## config.mk

```make
export PLATFORM = sky130hd
export DESIGN_NAME = perceptron_train_flat
export DESIGN_NICKNAME = d
export VERILOG_FILES = /design/src/rtl/perceptron_train_if.sv /design/src/rtl/perceptron_train.sv /design/src/flat_wrapper.sv
export SDC_FILE = /design/constraint.sdc
export NUM_CORES = 1
export LEC_CHECK = 0
export ABC_CLOCK_PERIOD_IN_PS = 4910
export BUFFER_PORTS_ARGS = -buffer_cell sky130_fd_sc_hd__buf_4
export CORE_MARGIN = 2
export CORE_UTILIZATION = 40
export CTS_CLUSTER_DIAMETER = 80
export DETAILED_ROUTE_END_ITERATION = 10
export HOLD_SLACK_MARGIN = 0.03
export PLACE_DENSITY = 0.65
export SYNTH_ARGS = -nofsm -noshare
export SYNTH_HDL_FRONTEND = slang
export SYNTH_SLANG_ARGS = --single-unit
```

## constraint.sdc

```tcl
create_clock -name clk -period 4.91 [get_ports clk]
set_clock_uncertainty 0.2 [all_clocks]
set_input_delay 0.2455 -clock clk [delete_from_list [all_inputs] [get_ports clk]]
set_output_delay 0.2455 -clock clk [all_outputs]
set_load 0.01 [all_outputs]
```

## src/rtl/perceptron_train_if.sv

```systemverilog
// Sample/result bus between the weighted-sum stage and the perceptron trainer.
// The master side presents a sample. The slave side is the trainer, which
// returns the class and the trained weights.
interface perceptron_train_if #(
    parameter int N = 3
);
    logic                 sum_valid;
    logic signed [47:0]   sum;
    logic [18*N-1:0]      x;
    logic                 target;
    logic                 train_en;
    logic                 ready;
    logic                 y;
    logic                 y_valid;
    logic [18*N-1:0]      w;
    logic                 update_done;
    logic [15:0]          err_count;

    modport master (
        output sum_valid, sum, x, target, train_en,
        input  ready, y, y_valid, w, update_done, err_count
    );

    modport slave (
        input  sum_valid, sum, x, target, train_en,
        output ready, y, y_valid, w, update_done, err_count
    );
endinterface

```

## src/rtl/perceptron_train.sv

```systemverilog
// Perceptron classifier and trainer.
// The block classifies one upstream weighted sum at a time. On a trained
// misclassification it walks the weights one per cycle using the
// perceptron rule, with saturating arithmetic. It then idles for SETTLE
// cycles so the upstream sum pipeline flushes results built on stale
// weights. N must match the N of the connected interface instance.
module perceptron_train #(
    parameter int                 N      = 3,
    parameter int                 SHIFT  = 4,
    parameter logic signed [17:0] W_INIT = 18'sd0,
    parameter int                 SETTLE = 4
) (
    input  logic               clk,
    input  logic               rst_n,
    perceptron_train_if.slave  bus
);

    localparam int IDX_W = (N > 1) ? $clog2(N) : 1;
    localparam int CNT_W = (SETTLE > 1) ? $clog2(SETTLE) : 1;
    localparam logic [IDX_W-1:0] IDX_LAST = IDX_W'(N - 1);
    // A SETTLE of 0 behaves like 1: the done pulse needs one cycle of its own.
    localparam logic [CNT_W-1:0] CNT_LAST = CNT_W'((SETTLE > 0) ? SETTLE - 1 : 0);

    typedef enum logic [1:0] {
        ST_IDLE   = 2'd0,
        ST_EVAL   = 2'd1,
        ST_UPDATE = 2'd2,
        ST_SETTLE = 2'd3
    } state_t;

    state_t                    state_q;
    logic signed [47:0]        sum_q;
    logic [18*N-1:0]           x_q;
    logic                      target_q;
    logic                      train_en_q;
    logic                      y_q;
    logic                      y_valid_q;
    logic                      update_done_q;
    logic [15:0]               err_count_q;
    logic [IDX_W-1:0]          idx_q;
    logic [CNT_W-1:0]          cnt_q;
    logic signed [17:0]        w_q [N];
    logic signed [17:0]        w_d [N];
    logic [18*N-1:0]           w_pack;
    logic                      y_d;
    logic                      miss_d;

    // Clamp a 19-bit intermediate into the 18-bit signed weight range.
    function automatic logic signed [17:0] sat18(input logic signed [18:0] v);
        if (v[18] != v[17]) begin
            return v[18] ? 18'sh20000 : 18'sh1FFFF;
        end
        return v[17:0];
    endfunction

    // One perceptron step for a single weight: w +/- (x >>> SHIFT), saturated.
    function automatic logic signed [17:0] step_w(input logic signed [17:0] wv,
                                                  input logic signed [17:0] xv,
                                                  input logic               up);
        logic signed [17:0] d;
        logic signed [18:0] s;
        d = xv >>> SHIFT;
        if (up) begin
            s = {wv[17], wv} + {d[17], d};
        end else begin
            s = {wv[17], wv} - {d[17], d};
        end
        return sat18(s);
    endfunction

    // Candidate new value for every weight. Only the indexed one is committed.
    always_comb begin
        for (int k = 0; k < N; k++) begin
            w_d[k] = step_w(w_q[k], x_q[18*k +: 18], target_q);
        end
    end

    // Pack the weight array onto the flat output bus.
    always_comb begin
        w_pack = '0;
        for (int k = 0; k < N; k++) begin
            w_pack[18*k +: 18] = w_q[k];
        end
    end

    // Classification of the captured sum. A sum of zero counts as positive.
    assign y_d    = (sum_q >= 48'sd0);
    assign miss_d = train_en_q && (y_d != target_q);

    // Control FSM with registered outputs and the weight update.
    always_ff @(posedge clk or negedge rst_n) begin
        if (!rst_n) begin
            state_q       <= ST_IDLE;
            sum_q         <= '0;
            x_q           <= '0;
            target_q      <= 1'b0;
            train_en_q    <= 1'b0;
            y_q           <= 1'b0;
            y_valid_q     <= 1'b0;
            update_done_q <= 1'b0;
            err_count_q   <= '0;
            idx_q         <= '0;
            cnt_q         <= '0;
            for (int k = 0; k < N; k++) begin
                w_q[k] <= W_INIT;
            end
        end else begin
            y_valid_q     <= 1'b0;
            update_done_q <= 1'b0;
            unique case (state_q)
                ST_IDLE: begin
                    if (bus.sum_valid) begin
                        sum_q      <= bus.sum;
                        x_q        <= bus.x;
                        target_q   <= bus.target;
                        train_en_q <= bus.train_en;
                        state_q    <= ST_EVAL;
                    end
                end
                ST_EVAL: begin
                    y_q       <= y_d;
                    y_valid_q <= 1'b1;
                    if (miss_d) begin
                        idx_q <= '0;
                        if (err_count_q != 16'hFFFF) begin
                            err_count_q <= err_count_q + 16'd1;
                        end
                        state_q <= ST_UPDATE;
                    end else begin
                        state_q <= ST_IDLE;
                    end
                end
                ST_UPDATE: begin
                    for (int k = 0; k < N; k++) begin
                        if (idx_q == IDX_W'(k)) begin
                            w_q[k] <= w_d[k];
                        end
                    end
                    if (idx_q == IDX_LAST) begin
                        cnt_q   <= '0;
                        state_q <= ST_SETTLE;
                    end else begin
                        idx_q <= idx_q + 1'b1;
                    end
                end
                ST_SETTLE: begin
                    if (cnt_q == CNT_LAST) begin
                        update_done_q <= 1'b1;
                        state_q       <= ST_IDLE;
                    end else begin
                        cnt_q <= cnt_q + 1'b1;
                    end
                end
                default: state_q <= ST_IDLE;
            endcase
        end
    end

    assign bus.ready       = (state_q == ST_IDLE);
    assign bus.y           = y_q;
    assign bus.y_valid     = y_valid_q;
    assign bus.w           = w_pack;
    assign bus.update_done = update_done_q;
    assign bus.err_count   = err_count_q;

endmodule

```

## src/flat_wrapper.sv

```systemverilog
// flat-port wrapper written by rule: the top's interface ports become plain ports
module perceptron_train_flat 
#(
    parameter int                 N      = 3,
    parameter int                 SHIFT  = 4,
    parameter logic signed [17:0] W_INIT = 18'sd0,
    parameter int                 SETTLE = 4
)
  (clk, rst_n, bus_sum_valid, bus_sum, bus_x, bus_target, bus_train_en, bus_ready, bus_y, bus_y_valid, bus_w, bus_update_done, bus_err_count);
  perceptron_train_if #(.N(N)) bus_i ();
  input  logic clk;
  input  logic rst_n;
  input wire logic [$bits(bus_i.sum_valid)-1:0] bus_sum_valid;
  input wire logic [$bits(bus_i.sum)-1:0] bus_sum;
  input wire logic [$bits(bus_i.x)-1:0] bus_x;
  input wire logic [$bits(bus_i.target)-1:0] bus_target;
  input wire logic [$bits(bus_i.train_en)-1:0] bus_train_en;
  output wire logic [$bits(bus_i.ready)-1:0] bus_ready;
  output wire logic [$bits(bus_i.y)-1:0] bus_y;
  output wire logic [$bits(bus_i.y_valid)-1:0] bus_y_valid;
  output wire logic [$bits(bus_i.w)-1:0] bus_w;
  output wire logic [$bits(bus_i.update_done)-1:0] bus_update_done;
  output wire logic [$bits(bus_i.err_count)-1:0] bus_err_count;
  assign bus_i.sum_valid = bus_sum_valid;
  assign bus_i.sum = bus_sum;
  assign bus_i.x = bus_x;
  assign bus_i.target = bus_target;
  assign bus_i.train_en = bus_train_en;
  assign bus_ready = bus_i.ready;
  assign bus_y = bus_i.y;
  assign bus_y_valid = bus_i.y_valid;
  assign bus_w = bus_i.w;
  assign bus_update_done = bus_i.update_done;
  assign bus_err_count = bus_i.err_count;
  perceptron_train #(.N(N), .SHIFT(SHIFT), .W_INIT(W_INIT), .SETTLE(SETTLE)) u_core (.clk(clk), .rst_n(rst_n), .bus(bus_i));
endmodule
```

Word level (Yosys, flattened, before mapping)
Index checks and enable logic that the tools add are counted.

Divide/modulo/power cells: 0. Shift-type cells: 0. Multiply operators: 0. Bitwise gates (word level): 0. Add/sub/neg operators: 9. Order comparisons: 1. Reductions and logical operators: 13. Eq/ne operators: 17. Muxes and demuxes: 29.

Operators with widths (number): two-way mux 18 bit (9); adder 18 x 14 -> 19 bit (3); two-way mux 19 bit (3); subtractor 18 x 14 -> 19 bit (3); >= comparator 48 x 1 -> 1 bit, second input constant (1); adder 16 x 1 -> 16 bit, second input constant (1); two-way mux 2 bit (8); inequality test 16 bit, second input constant (1); AND reduction 3 bit (4); equality test 2 bit, second input constant (4); case mux 2 bit (2 select lines) (2); case mux 2 bit (4 select lines) (1); AND reduction 2 bit (4); two-way mux 1 bit (6); inequality test 2 x 1 -> 1 bit, second input constant (3); inequality test 2 bit, second input constant (3); adder 2 x 1 -> 2 bit, second input constant (2); equality test 2 x 1 -> 1 bit, second input constant (2); zero test 2 bit (2); inequality test 1 bit (4); nonzero test 2 bit (2); logical AND 1 bit (1).

Output and inout port bits: 74. Bits in registers: 183. Input port bits: 107. Memories: 0. Bits in read-only memories: 0. Bits in latches: 0. Memory bits (writable): 0.

Longest topological paths before layout
Gate-level depths: netlist of run 1.

Depth in word-level cells: 5. Depth in mapped cells: 17. Gate-level depth less buffers: 16.

Worst setup path before layout of run 1
OpenSTA, ideal clock, no wires.

Kind: flip-flop to flip-flop. Start point: register u_core.target_q. End point: register u_core.w_q (netlist bit u_core.bus.w[39]). Cell stages (with the launch flop): 17. Arrival: 3.772 ns. Clock period less this slack: 4.055 ns. Setup slack: 0.855 ns. Cell sequence: dfrtp_1 buf_2 buf_1 clkbuf_1 nor2_1 xor2_1 ha_1 a211oi_1 o21ai_1 a2111oi_0 nor2_1 a31o_2 a21oi_2 xnor2_1 clkbuf_1 a21oi_1 o21ai_0.

Longest elaborated chain between the ends: 4. Elaborated cells on any way between the ends: 6. Classes of those cells: eq/ne: 1; mux: 5.

RTL lines: start: declaration (line perceptron_train.sv:34) `logic target_q;`; start signal: assignment (line perceptron_train.sv:115) `target_q <= bus.target;`; two-way mux 19 bit * (line perceptron_train.sv:63) `if (up) begin`; two-way mux 18 bit / inequality test 1 bit (equally long branches) (line perceptron_train.sv:51, perceptron_train.sv:50); two-way mux 18 bit / two-way mux 1 bit (equally long branches) (line perceptron_train.sv:50) `if (v[18] != v[17]) begin`; two-way mux 18 bit * (line perceptron_train.sv:53) `return v[17:0];`; end signal: indexed assignment (line perceptron_train.sv:136) `w_q[k] <= w_d[k];`; end: declaration (line perceptron_train.sv:42) `logic signed [17:0] w_q [N];`.

Every way passes the cells marked *; elsewhere a longest branch is shown, timed or not. The select of a mux whose other input is x is not followed. A chain may end at the register's enable or synchronous reset.

Worst setup path after layout of run 1
Start point: register u_core.x_q[6]. End point: register u_core.w_q (netlist bit u_core.bus.w[0]).

Longest elaborated chain between the ends: 5. Elaborated cells on any way between the ends: 8. Classes of those cells: add/sub: 2; eq/ne: 1; mux: 5.

RTL lines: start: declaration (line perceptron_train.sv:33) `logic [18*N-1:0] x_q;`; start signal: assignment (line perceptron_train.sv:114) `x_q <= bus.x;`; subtractor 18 x 14 -> 19 bit / adder 18 x 14 -> 19 bit (equally long branches) (line perceptron_train.sv:66, perceptron_train.sv:64); two-way mux 19 bit * (line perceptron_train.sv:63); two-way mux 18 bit / inequality test 1 bit (equally long branches) (line perceptron_train.sv:51, perceptron_train.sv:50); two-way mux 18 bit / two-way mux 1 bit (equally long branches) (line perceptron_train.sv:50); two-way mux 18 bit * (line perceptron_train.sv:53).

Marks and branches as above.

==> results of run 1 <==
## registers in the layout (all words and copies together), names as in the netlist, named ones only
signal	flops
u_core.train_en_q	1
u_core.cnt_q	2
u_core.bus.err_count	16
u_core.state_q	1
u_core.x_q	42
u_core.bus.w	54
u_core.idx_q	2
u_core.bus.update_done	1
u_core.bus.y_valid	1
u_core.sum_q	1
u_core.bus.y	1
u_core.target_q	1
## power groups by stage
stage / Clock, µW / Sequential (µW) / Combinational, µW
CTS: 1420 / 1800 / 4880
global placement: 0 / 1800 / 4750
detailed placement: 0 / 1810 / 4820
global route: 1470 / 1860 / 5470
finish: 1380 / 1790 / 4890
floorplan: 0 / 1710 / 3800
## per-layer routing
layer	up-vias	wire, µm	GRT usage, %	part of all wire, %
met4	0	229	5.37	1.1
met3	17	1030	4.13	4.8
met2	157	9850	31.4	46
met1	3445	10200	25.9	48
met5	-	0	0	0
li1	3678	-	-	-
## through the flow
stage               utilization, %  setup slack, ps  instances  cell area (µm²)
floorplan                        -              855        929             8650
global placement              46.9              503       1314             9910
detailed placement            46.9              450       1314             9910
CTS                           52.0              458       1392            11000
global route                  52.1              143       1393            11000
finish                        52.1              487       1393            11000
## what timing repair did
item	in CTS	in global routing
hold buffers	46	0
setup buffers	0	0
setup endpoints to repair	0	1
endpoints found under the hold margin	129	0
resized for setup	0	1
## worst register-to-register path, delay by kind of cell (launching register included)
| family | cells | cell delay (ps) |
|---|---|---|
| compound gates | 8 | 1920 |
| xor+xnor | 2 | 410 |
| fa+ha+maj | 1 | 400 |
| simple gates | 3 | 920 |
| flops | 1 | 430 |
## cells in the mapped netlist (5+ instances only)
cell type	number
and2_1	7
clkbuf_1	22
a21oi_1	70
nand2b_1	6
inv_1	31
o21a_1	9
xnor2_1	50
nor3_1	17
dfrtp_1	124
nor4_1	5
ha_1	69
and3_1	8
nor2_1	83
a21o_1	32
o211ai_1	6
o21ai_2	8
nor2b_1	5
xor2_1	47
nand4_1	7
nand2_1	87
nand3_1	10
mux2_2	56
a31oi_1	11
o21ai_0	66
a211o_1	6
o21bai_1	8
a211oi_1	9
## cells by family after synthesis
logic type               after synthesis  synth area share [%]
buffers and inverters                 61                  3.01
XOR/XNOR                              97                  9.82
AO/OA/AOI/OAI                        259                  19.1
flip-flops                           124                  35.9
multiplexers                          61                  7.92
adder cells (fa/ha/maj)               73                  10.8
AND/OR/NAND/NOR                      254                  13.5
## final cells by class
type	count	area share [%]
timing repair buffer	186	13.8
clock inverter	15	1.91
multi-input combinational	744	48.1
clock buffer	17	3.86
sequential	124	28.2
inverter	31	1.06
antenna	1	0.0227
tap	275	3.12
## final timing paths
| check | from | endpoint | slack, ps |
|---|---|---|---|
| hold / removal | bus_sum_valid | u_core.state_q[0] | 70 |
| setup reg to reg | u_core.x_q[6] | u_core.bus.w[0] | 490 |
| setup / recovery | u_core.x_q[6] | u_core.bus.w[0] | 490 |
| hold reg to reg | u_core.bus.err_count[9] | u_core.bus.err_count[9] | 300 |
| max in group asynchronous | rst_n | u_core.bus.w[42] | 3200 |
| min in group asynchronous | rst_n | u_core.bus.w[11] | 280 |
==> results.cfg, run 1 <==
[final_layout]
regArea_um2 = 3100
area_growth_pct = 27.3
multi_input_area_um2 = 5290
final_common_cell = buf_4
final_cell_mix = buf_4, dfrtp_1, nand2_1
nFillCells = 1899
nets = 1283
drive_gt1_share_pct = 22.8

[floorplan]
core_um2 = 21200
die_h_um = 151
start_util_pct = 40.9
die_area_um2 = 22800
io_pins = 181
dieWidth_um = 151
rows = 53

[sta]
tightest_slew_ps = 832
finalCriticalPeriod_ps = 4420
timing.slew.headroom_pct = 44.6
max_freq_mhz = 226
fin_setup_tns_ps = 0
hold_slack_ps = 65.2
slew_viol_final = 0
rsz0062_at_grt = no
setup_viol = 0
fin_crit_sh_pct = 90.1
hold_viol = 0

[yosys]
yosys_most_used_dff = dfrtp_1
synthTopCellsByArea = dfrtp_1, ha_1, mux2_2, xnor2_1, xor2_1
synthCells = 929
yosysTopAreaCellShare_pct = 35.9
synth_warnings = 0
synth_fp_nets = 1108
synth.distinct_cells = 72
seq_area_frac_synth_pct = 35.9
yosys.area.top_type = dfrtp_1
synth_seq_cells = 124
syn_area_um2 = 8650
synth.avg_cell_area_um2 = 9.31
async_flop_share_pct = 100
synth_edf_count = 0

[worst_setup_path]
reg2reg_depth = 14
cp_num_buf_inv = 0
required_ps = 4990
cpMostUsedCell = a21oi_1
critPathMaxStageDelay_ps = 510
startpoint_type = register
cp-end-kind = register
cp_slowest_cell = a21o_1
cp_cell_sequence = nor3_1 -> nand3_1 -> nor2_1 -> a21oi_1 -> xor2_1 -> ha_1 -> a21oi_1 -> o21ai_0 -> a221o_1 -> a21o_1 -> a21oi_1 -> xnor2_1 -> a21o_1 -> o21ai_0
crit_cells = 14
crit_family = compound AO/OA/AOI/OAI gates
critical_path_arrival_ps = 4500
critPathKind = register to register
cp_max_fo = 16

[global_route]
antenna_found_initial = 1
grt_pass1_wl_um = 34700
grt_max_degree = 86
grt_pass1_vias = 7083
grt_overflow = 0
grt_usage_pct = 19.2

[job]
max-cap-violations = 0

[clock_network]
cts_buffers = 17
cts_tree = yes
clkSlewWorstSetupHoldPaths_ps = 70
cts_buffer_depth = 2
insertion_delay_ps = 420
clock-root-buffer = clkbuf_16
htreeDepth = 4
cts_sinks = 124

[power]
power.switching_uw = 3610
pwr-share-clk_pct = 17.1
combinationalPowerShare_pct = 60.6
p_total_uw = 8060
sequentialPowerShare_pct = 22.2
intPower_uw = 4450
p_leak_uw = 0.00540
powerDensity_nw_per_um2 = 732
switching_share_pct = 44.8
irDropWorstVdd_uv = 303

[status]
status = finished clean

[place]
port-buffer-count = 121
hpwl_um = 15400
routabilityCongestion = 0.877

[drt]
dr.pass1.iters = 5
avgRoutedWirePerCell_um = 15.3
via_per_inst = 5.24
drt_wl_total_um = 21300
ant_nets = 0
drt_iter0_drc = 350
drc = 0
vias = 7297

[min_path]
min_path_type = input pin to register
whs_path_depth = 4
Note: power is estimated with default switching activity, not from simulation.
==> run 2: changes to the inputs <==
--- a/config.mk
+++ b/config.mk
@@ -8,11 +8,11 @@
 export ABC_CLOCK_PERIOD_IN_PS = 4910
 export BUFFER_PORTS_ARGS = -buffer_cell sky130_fd_sc_hd__buf_4
 export CORE_MARGIN = 2
-export CORE_UTILIZATION = 40
+export CORE_UTILIZATION = 32
 export CTS_CLUSTER_DIAMETER = 80
 export DETAILED_ROUTE_END_ITERATION = 10
 export HOLD_SLACK_MARGIN = 0.03
-export PLACE_DENSITY = 0.65
+export PLACE_DENSITY = 0.55
 export SYNTH_ARGS = -nofsm -noshare
 export SYNTH_HDL_FRONTEND = slang
 export SYNTH_SLANG_ARGS = --single-unit
==> results.cfg, run 2 (synthesized netlist as in run 1, its figures left out) <==
[status]
status = finished clean

[job]
max-cap-violations = 0

[floorplan]
core_um2 = 26700
dieWidth_um = 168
start_util_pct = 32.4
die_h_um = 168
rows = 60
io_pins = 181
die_area_um2 = 28400

[worst_setup_path]
startpoint_type = register
critical_path_arrival_ps = 4490
cp_max_fo = 19
critPathKind = register to register
required_ps = 4990
cp-end-kind = register

[clock_network]
clkSlewWorstSetupHoldPaths_ps = 70
post-cts-setup-buffer-count = 0
cts_buffers = 17
cts_tree = yes
htreeDepth = 4
cts_buffer_depth = 2
clock-root-buffer = clkbuf_16
insertion_delay_ps = 430
cts_sinks = 124

[global_route]
grt_overflow = 0
grt_pass1_vias = 7051
antenna_found_initial = 0
grt_max_degree = 82
grt_pass1_wl_um = 36700
grt_usage_pct = 16.1

[power]
switching_share_pct = 45.7
pwr-share-clk_pct = 16.3
power.switching_uw = 3650
p_leak_uw = 0.00538
intPower_uw = 4340
sequentialPowerShare_pct = 22.5
irDropWorstVdd_uv = 252
combinationalPowerShare_pct = 61.3
powerDensity_nw_per_um2 = 722

[final_layout]
drive_gt1_share_pct = 23.0
nets = 1285
area_growth_pct = 27.9
fin_util_pct = 41.4
final_cell_mix = buf_4, dfrtp_1, nand2_1
antennaDiodeCount = 0
stdcell_count = 1460
largest_reg_flops = 54
final_common_cell = buf_4
nFillCells = 2646

[place]
hpwl_um = 16300
routabilityCongestion = 0.832
port-buffer-count = 121
placedCellCount = 1382

[drt]
ant_nets = 0
via_per_inst = 4.98
drt_iter0_drc = 343
drt_wl_total_um = 22600
met1_length_um = 11400
met3_length_um = 702
routed.top_layer = met4
avgRoutedWirePerCell_um = 15.5
vias = 7267
wl_met2_um = 10300
drc = 0
dr.pass1.iters = 4

[sta]
setup_viol = 0
finalCriticalPeriod_ps = 4400
slew_viol_final = 0
max_freq_mhz = 227
timing.slew.headroom_pct = 44.2
tightest_slew_ps = 836
fin_crit_sh_pct = 89.7
fin_setup_tns_ps = 0
hold_viol = 0
rsz0062_at_grt = no

[min_path]
min_path_type = input pin to register
run 2: power groups by stage:
| stage | sequential, µW | clock, µW | combinational (µW) |
|---|---|---|---|
| 3_5_place_dp | 1810 | 0 | 4850 |
| 3_3_place_gp | 1800 | 0 | 4810 |
| 6_report | 1790 | 1300 | 4890 |
| 5_1_grt | 1860 | 1390 | 5510 |
| 4_1_cts | 1800 | 1340 | 4910 |
| 2_1_floorplan | 1710 | 0 | 3800 |
run 2: layout make-up:
type                            count  area [µm²]  area share [%]
Inverter                           31         116            1.05
Multi-Input combinational cell    744        5290            47.8
Clock inverter                     15         170            1.54
Tap cell                          341         427            3.86
Timing Repair Buffer              188        1530            13.8
Clock buffer                       17         425            3.84
Sequential cell                   124        3100            28.0
run 2: what timing repair did:
item                       4_1_cts  5_1_grt
hold buffers                    46        0
hold endpoints to repair       125        0
gates resized for setup          0        1
setup endpoints to repair        0       16
run 2: layer usage:
layer	vias up	track usage, %
li1	3677	-
met1	3457	22.4
met2	117	26.2
met3	16	2.80
met4	0	3.75
met5	-	0
run 2: critical path, cell delays in order, from the launching register on:
cell and delay [ps]:
dfrtp_1 430, nor2_1 190, nor4b_1 390, nor2b_1 450
a31oi_1 210, mux2_2 310, ha_1 360, a21oi_1 270
o211ai_1 120, o211a_1 140, a31o_2 210, a21oi_2 140
xnor2_1 70, buf_4 220, o21bai_4 390, o21ai_0 160
run 2: path summary, 6_finish.rpt:
| kind | startpoint | slack (ps) | to | cells after the start |
|---|---|---|---|---|
| setup / recovery | u_core.x_q[42] | 510 | u_core.bus.w[47] | 15 |
| hold / removal | bus_sum_valid | 70 | u_core.state_q[0] | 4 |
| setup reg to reg | u_core.x_q[42] | 510 | u_core.bus.w[47] | 15 |
| hold reg to reg | u_core.bus.err_count[9] | 300 | u_core.bus.err_count[9] | 1 |
| max in group asynchronous | rst_n | 3140 | u_core.cnt_q[1] | 3 |
| min in group asynchronous | rst_n | 280 | u_core.bus.w[13] | 2 |
run 2: stage by stage:
stage          hold slack, ps  setup slack, ps  total power (µW)  instance area, µm²
3_3_place_gp              181              387              6620               10000
6_report                 74.4              506              7980               11100
5_1_grt                   124              165              8760               11100
2_1_floorplan            -250              855              5510                8650
4_1_cts                  57.2              346              8050               11100
3_5_place_dp              187              373              6660               10000
